[src/rtl/sat_counter.sv]
// Clearable up-counter; with SAT set it holds at all-ones instead of wrapping.
module sat_counter #(
   parameter int CNT_W = 16,
   parameter bit SAT   = 1'b1
) (
   input  logic             clk_i,
   input  logic             rst_ni,
   input  logic             clr_i,
   input  logic             inc_i,
   output logic [CNT_W-1:0] count_o
);

   logic [CNT_W-1:0] count_q, count_d;

   always_comb begin
      count_d = count_q;
      if (clr_i) begin
         count_d = '0;
      end else if (inc_i && !(SAT && (&count_q))) begin
         count_d = count_q + CNT_W'(1);
      end
   end

   always_ff @(posedge clk_i or negedge rst_ni) begin
      if (!rst_ni) begin
         count_q <= '0;
      end else begin
         count_q <= count_d;
      end
   end

   assign count_o = count_q;

endmodule

[config.mk]
export PLATFORM = sky130hd
export DESIGN_NAME = sat_counter
export DESIGN_NICKNAME = d
export VERILOG_FILES = /design/src/rtl/sat_counter.sv
export SDC_FILE = /design/constraint.sdc
export NUM_CORES = 1
export LEC_CHECK = 0
export ABC_AREA = 1
export CORE_UTILIZATION = 45
export CTS_CLUSTER_SIZE = 10
export DETAILED_ROUTE_END_ITERATION = 10
export PLACE_DENSITY = 0.82
export REMOVE_ABC_BUFFERS = 1
export SLEW_MARGIN = 20
export SYNTH_ARGS = -nofsm -noshare
export SYNTH_HDL_FRONTEND = slang
export SYNTH_SLANG_ARGS = --single-unit
[constraint.sdc]
create_clock -name clk_i -period 1.3 [get_ports clk_i]
set_input_delay 0.195 -clock clk_i [delete_from_list [all_inputs] [get_ports clk_i]]
set_output_delay 0.195 -clock clk_i [all_outputs]
set_load 0.02 [all_outputs]
==> insert_results.sql, run 1 <==
INSERT INTO impl_metrics (metric_group, metric, value, unit) VALUES
('critical_path', 'worst_setup_path_start_kind', 'flop', ''),
('logic_synthesis', 'asyncSetResetFlopFracSynth', '1.00', ''),
('cts', 'cts-htree-levels', '1', ''),
('floorplan', 'core_area', '0.00204', 'sq mm'),
('critical_path', 'cp_data_required_time', '1.49', 'ns'),
('route', 'initialDrtViolationCount', '33', ''),
('floorplan', 'number_of_i_o_pins', '20', ''),
('sta', 'setup_viol_count_final', '16', ''),
('critical_path', 'critical_path_class', 'flop to flop', ''),
('critical_path', 'worst_r2r_path_depth', '9', ''),
('cts', 'tritoncts', 'yes', ''),
('final_layout', 'final.fill_count', '141', ''),
('global_route', 'vias_in_the_first_global_route', '1105', ''),
('floorplan', 'rows', '16', ''),
('global_route', 'global_route.peak_usage_layer', 'met2', ''),
('logic_synthesis', 'ys_types', '22', ''),
('logic_synthesis', 'synth_top_flop_cell', 'dfrtp_1', ''),
('route', 'drt-total-wl', '3.06', 'mm'),
('final_layout', 'layout_common_cells', 'nand2_1, buf_4, dfrtp_1', ''),
('flow_run', 'cap_violations', '0', ''),
('final_layout', 'nets', '198', ''),
('final_layout', 'antenna-diode-count', '0', ''),
('logic_synthesis', 'syn-cell-area', '0.00101', 'sq mm'),
('critical_path', 'cp.arrival', '1.67', 'ns'),
('floorplan', 'die_y', '49.3', 'microns'),
('logic_synthesis', 'syn-mean-instance-area', '6.90', 'sq um'),
('critical_path', 'timing.critical_path.fanout_max', '6', ''),
('cts', 'clock_latency', '0.29', 'ns'),
('floorplan', 'initial_utilization', '0.493', ''),
('critical_path', 'cp-end-kind', 'flop', ''),
('final_layout', 'layout_commonest_cell', 'nand2_1', ''),
('cts', 'cts-buffers-inserted', '3', ''),
('logic_synthesis', 'synth_sequential_area_ratio', '0.398', ''),
('final_layout', 'regArea', '402', 'sq um'),
('route', 'drt_first_pass_iters', '4', ''),
('final_layout', 'max_reg_flops', '16', ''),
('sta', 'fin_crit_sh', '1.14', ''),
('sta', 'hold_violations', '0', ''),
('logic_synthesis', 'ys_seq_elements', '16', ''),
('sta', 'finalWorstPathRequiredPeriod', '1.48', 'ns'),
('final_layout', 'share_of_cells_above_drive_strength_1', '0.375', ''),
('final_layout', 'layout.core_utilization', '0.770', ''),
('placed_design', 'place.port_buffers', '19', ''),
('global_route', 'grt_usage', '0.263', ''),
('global_route', 'grt.met3_usage', '0.0436', ''),
('route', 'detailed_route_via_count', '1155', ''),
('global_route', 'grt_max_degree', '17', ''),
('global_route', 'grt.overflow.total', '0', ''),
('run_status', 'outcome', 'finished with violations', ''),
('final_layout', 'flow.area_growth_from_synthesis', '56.1', '%'),
('sta', 'worst_hold_check_slack', '0.219', 'ns'),
('route', 'wl_per_cell', '14.0', 'microns'),
('final_layout', 'fin_cells', '219', ''),
('run_status', 'violations_in_the_final_reports', 'setup timing', ''),
('global_route', 'grt_use_met2', '0.466', ''),
('logic_synthesis', 'synth_enable_flop_cells', '0', ''),
('sta', 'fin_ws', '-0.178', 'ns'),
('sta', 'max_clock_freq', '677', 'MHz'),
('sta', 'finalClockSkew', '0.000640', 'ns'),
('final_layout', 'multi_input_comb_area', '683', 'sq um'),
('placed_design', 'final_hpwl_dp', '1.87', 'mm'),
('route', 'via_per_inst', '5.27', ''),
('cts', 'cts.sinks', '16', ''),
('cts', 'cts.clk_slew.worst_paths', '0.10', 'ns'),
('sta', 'relSlewSlack', '0.858', ''),
('power_and_ir_drop', 'power_leakage', '0.776', 'nW'),
('logic_synthesis', 'yosys_warnings', '0', ''),
('floorplan', 'chipWidth', '49.3', 'microns'),
('route', 'remaining_drc_errors', '0', ''),
('sta', 'finalMaxSlewViolations', '0', ''),
('power_and_ir_drop', 'power.ir.vdd_worst', '0.000628', 'V');
-- stage by stage --
step / power [W] / worst slack, ns
after floorplan: 0.000554 / -0.248
after global placement: 0.000622 / -0.181
after detailed placement: 0.000624 / -0.225
after CTS: 0.000970 / -0.114
after global routing: 0.00101 / -0.224
final: 0.000975 / -0.178
-- Yosys cell counts (2+ instances only) --
| cell type | count | area share |
|---|---|---|
| inv_1 | 10 | 0.037 |
| nand2_1 | 52 | 0.19 |
| o21ai_0 | 2 | 0.0099 |
| nand4_1 | 5 | 0.031 |
| nand3_1 | 13 | 0.065 |
| dfrtp_1 | 16 | 0.40 |
| inv_2 | 2 | 0.0075 |
| a21oi_1 | 5 | 0.025 |
| nand3b_1 | 2 | 0.015 |
| xnor2_1 | 3 | 0.026 |
| nand2_2 | 2 | 0.012 |
| nor2_1 | 21 | 0.078 |
| nor3_1 | 2 | 0.0099 |
| nor2_4 | 3 | 0.034 |
-- cell families (layout without fill, tap and decap cells) --
| logic type | count (synthesis) | count (layout) | share of synthesized area |
|---|---|---|---|
| flops | 16 | 16 | 0.398 |
| compound gates | 10 | 10 | 0.0559 |
| buf+inv | 15 | 61 | 0.0634 |
| fa+ha+maj | 1 | 1 | 0.0124 |
| simple gates | 101 | 101 | 0.445 |
| xor+xnor | 3 | 3 | 0.0261 |
-- where the power goes --
group	internal, W	switching [W]
Clock	0.000171	0.000166
Sequential	0.000503	0.00000424
Combinational	0.0000564	0.0000750
Total	0.000730	0.000245
-- per-layer routing --
metal	vias to the layer above	routed length, microns
met5	-	0
met4	0	66
met3	10	138
met2	39	1590
met1	544	1260
li1	562	-
-- worst max-delay path, cell delays in order, from the launching register on --
cell	delay, ns
dfrtp_1	0.38
ha_2	0.20
nand2_2	0.08
nor2_4	0.13
nand2_4	0.09
nor2_4	0.16
nor2_4	0.06
buf_6	0.14
nand4_1	0.08
nand2_1	0.06
-- layout make-up --
cell class,instances,share of cell area
multi-input combinational,115,0.434
clock buffer,4,0.0231
timing repair buffer,44,0.233
sequential,16,0.255
tap,27,0.0215
inverter,13,0.0326
-- final timing paths --
check / from / to / slack [ns]
min: rst_ni / count_o[8] / 0.22
max: count_o[0] / count_o[3] / -0.18
min reg2reg: count_o[9] / count_o[9] / 0.55
max reg2reg: count_o[0] / count_o[3] / -0.18
min in group clk_i: count_o[9] / count_o[9] / 0.55
max in group asynchronous: rst_ni / count_o[10] / 0.89
-- timing repair --
item                       in CTS  in global routing
gates resized for setup        50                 21
pin swaps                       9                  7
buffers inserted                0                  2
setup endpoints to repair      32                 23
(Power assumes the default switching activity.)
==> inputs of run 2 (changes only) <==
CTS_BUF_LIST = sky130_fd_sc_hd__clkbuf_4 sky130_fd_sc_hd__clkbuf_8 sky130_fd_sc_hd__clkbuf_16   (was default)
MAX_ROUTING_LAYER = met4   (was default)
==> insert_results.sql, run 2 (synthesis gave the netlist of run 1 again) <==
INSERT INTO impl_metrics (metric_group, metric, value, unit) VALUES
('flow_run', 'cap_violations', '0', ''),
('cts', 'cts.clk_slew.worst_paths', '0.11', 'ns'),
('critical_path', 'worst_setup_path_start_kind', 'flop', ''),
('cts', 'clock_latency', '0.29', 'ns'),
('placed_design', 'postPlaceCellArea', '0.00140', 'sq mm'),
('global_route', 'grt_antenna_before_repair', '0', ''),
('final_layout', 'flow.area_growth_from_synthesis', '56.1', '%'),
('sta', 'relSlewSlack', '0.848', ''),
('sta', 'hold_violations', '0', ''),
('floorplan', 'rows', '16', ''),
('route', 'dr_wl_met3', '114', 'microns'),
('route', 'detail-route-antenna-nets', '0', ''),
('run_status', 'violations_in_the_final_reports', 'setup timing', ''),
('sta', 'setup_viol_count_final', '16', ''),
('route', 'initialDrtViolationCount', '18', ''),
('global_route', 'grt_usage', '0.273', ''),
('cts', 'cts_hold_buffers', '0', ''),
('route', 'via_per_inst', '5.29', ''),
('final_layout', 'final.fill_count', '137', ''),
('power_and_ir_drop', 'totalPowerFinal', '0.000979', 'W'),
('sta', 'max_clock_freq', '691', 'MHz'),
('power_and_ir_drop', 'power_leakage', '0.761', 'nW'),
('power_and_ir_drop', 'power.ir.vdd_worst', '0.000959', 'V'),
('floorplan', 'core_area', '0.00204', 'sq mm'),
('power_and_ir_drop', 'power-per-cell-area', '622', 'mW/mm^2'),
('global_route', 'vias_in_the_first_global_route', '1103', ''),
('route', 'remaining_drc_errors', '0', ''),
('final_layout', 'nets', '198', ''),
('placed_design', 'place.port_buffers', '19', ''),
('final_layout', 'layout_commonest_cell', 'nand2_1', ''),
('route', 'met2RoutedLength', '1.57', 'mm'),
('sta', 'finalWorstPathRequiredPeriod', '1.45', 'ns'),
('cts', 'cts-buffers-inserted', '3', ''),
('sta', 'finalMaxSlewViolations', '0', ''),
('final_layout', 'max_reg_flops', '16', ''),
('route', 'wl_per_cell', '13.7', 'microns'),
('critical_path', 'cp_data_required_time', '1.49', 'ns'),
('floorplan', 'die_y', '49.3', 'microns'),
('cts', 'clockBufferDepth', '2', ''),
('critical_path', 'path_cells', 'ha_2, nand2_2, nor2_4, nand2_4, nor2_4, nor2_4, buf_6, nand4_1, nand2_1', ''),
('route', 'route.top_layer_used', 'met4', ''),
('sta', 'fin_crit_sh', '1.11', ''),
('route', 'detailed_route_via_count', '1158', ''),
('critical_path', 'cp.arrival', '1.63', 'ns'),
('floorplan', 'fp.dieArea', '0.00243', 'sq mm'),
('critical_path', 'critical-path-max-stage-delay', '0.38', 'ns'),
('placed_design', 'pre_cts_ws', '-0.225', 'ns'),
('critical_path', 'timing.critical_path.fanout_max', '6', ''),
('sta', 'worst_hold_check_slack', '0.212', 'ns'),
('placed_design', 'place.gp.congestion', '0.859', ''),
('critical_path', 'crit_path_frequent_cell', 'nor2_4', ''),
('placed_design', 'final_hpwl_dp', '1.87', 'mm'),
('cts', 'cts.root.buffer_cell', 'clkbuf_4', ''),
('sta', 'finalClockSkew', '0.00773', 'ns'),
('global_route', 'grt_max_degree', '17', ''),
('global_route', 'grt_first_pass_wirelength', '4.88', 'mm'),
('cts', 'cts.sinks', '16', ''),
('global_route', 'grt.overflow.total', '0', ''),
('route', 'routedLengthMet1', '1.24', 'mm'),
('critical_path', 'critical_path_class', 'flop to flop', ''),
('final_layout', 'postLayoutCellArea', '0.00157', 'sq mm'),
('critical_path', 'cp-end-kind', 'flop', ''),
('cts', 'cts-htree-levels', '1', ''),
('sta', 'worst_pin_slew', '0.229', 'ns'),
('cts', 'tritoncts', 'yes', ''),
('floorplan', 'number_of_i_o_pins', '20', ''),
('sta', 'fin_ws', '-0.147', 'ns'),
('route', 'drt_first_pass_iters', '4', ''),
('critical_path', 'worst_path_max_delay_cell', 'dfrtp_1', ''),
('final_layout', 'share_of_cells_above_drive_strength_1', '0.380', ''),
('min_path', 'hold_path.class', 'input port to async pin', ''),
('final_layout', 'layout_common_cells', 'nand2_1, buf_4, nor2_1, dfrtp_1, inv_1', ''),
('floorplan', 'initial_utilization', '0.493', ''),
('route', 'drt-total-wl', '2.99', 'mm'),
('floorplan', 'chipWidth', '49.3', 'microns'),
('run_status', 'outcome', 'finished with violations', ''),
('sta', 'rsz0062_at_grt', 'true', ''),
('final_layout', 'antenna-diode-count', '0', '');
[run 2: through the flow]
| stage | util | setup TNS (ns) | cells |
|---|---|---|---|
| 3_3_place_gp | 0.684 | -1.73 | 214 |
| 2_1_floorplan | - | -3.73 | 144 |
| 4_1_cts | 0.744 | -1.45 | 218 |
| 3_5_place_dp | 0.684 | -2.22 | 214 |
| 5_1_grt | 0.770 | -3.08 | 219 |
| 6_report | 0.770 | -1.77 | 219 |
[run 2: area by class of cell]
| class | count | area (sq um) | share of cell area |
|---|---|---|---|
| Clock buffer | 4 | 36.3 | 0.0231 |
| Inverter | 13 | 51.3 | 0.0326 |
| Multi-Input combinational cell | 115 | 684 | 0.435 |
| Sequential cell | 16 | 403 | 0.256 |
| Tap cell | 27 | 33.8 | 0.0215 |
| Timing Repair Buffer | 44 | 364 | 0.232 |
[run 2: critical path: cells and delay by family (launching register included)]
kind	cells	cell delay, ns
AND/OR/NAND/NOR	7	0.64
flip-flops	1	0.38
buffers and inverters	1	0.14
adder cells (fa/ha/maj)	1	0.20
[run 2: worst paths after layout]
path	startpoint	endpoint	slack [ns]	depth (start not counted)
worst max-delay path	count_o[1]	count_o[3]	-0.15	9
worst min-delay path	rst_ni	count_o[15]	0.21	2
worst max register to register	count_o[1]	count_o[3]	-0.15	9
worst min register to register	count_o[9]	count_o[9]	0.56	2
max in group asynchronous	rst_ni	count_o[10]	0.88	2
min in group clk_i	count_o[9]	count_o[9]	0.56	2
[run 2: layer usage]
layer  global-route usage  vias to the layer above
li1                     -                      562
met1                0.313                      555
met2                0.463                       33
met3               0.0436                        8
met4                0.123                        0
met5                    -                        -
[run 2: where the power goes]
group          switching (W)  total (W)  internal [W]
clock network       0.000174   0.000344      0.000170
logic              0.0000744   0.000128     0.0000534
registers         0.00000406   0.000507      0.000503
total               0.000252   0.000979      0.000727
[run 2: timing repair]
action | CTS | global route
gates resized for setup | 50 | 23
endpoints found under the setup margin | 32 | 24
cloned | 0 | 0
pin swaps | 9 | 7
setup buffers | 0 | 1
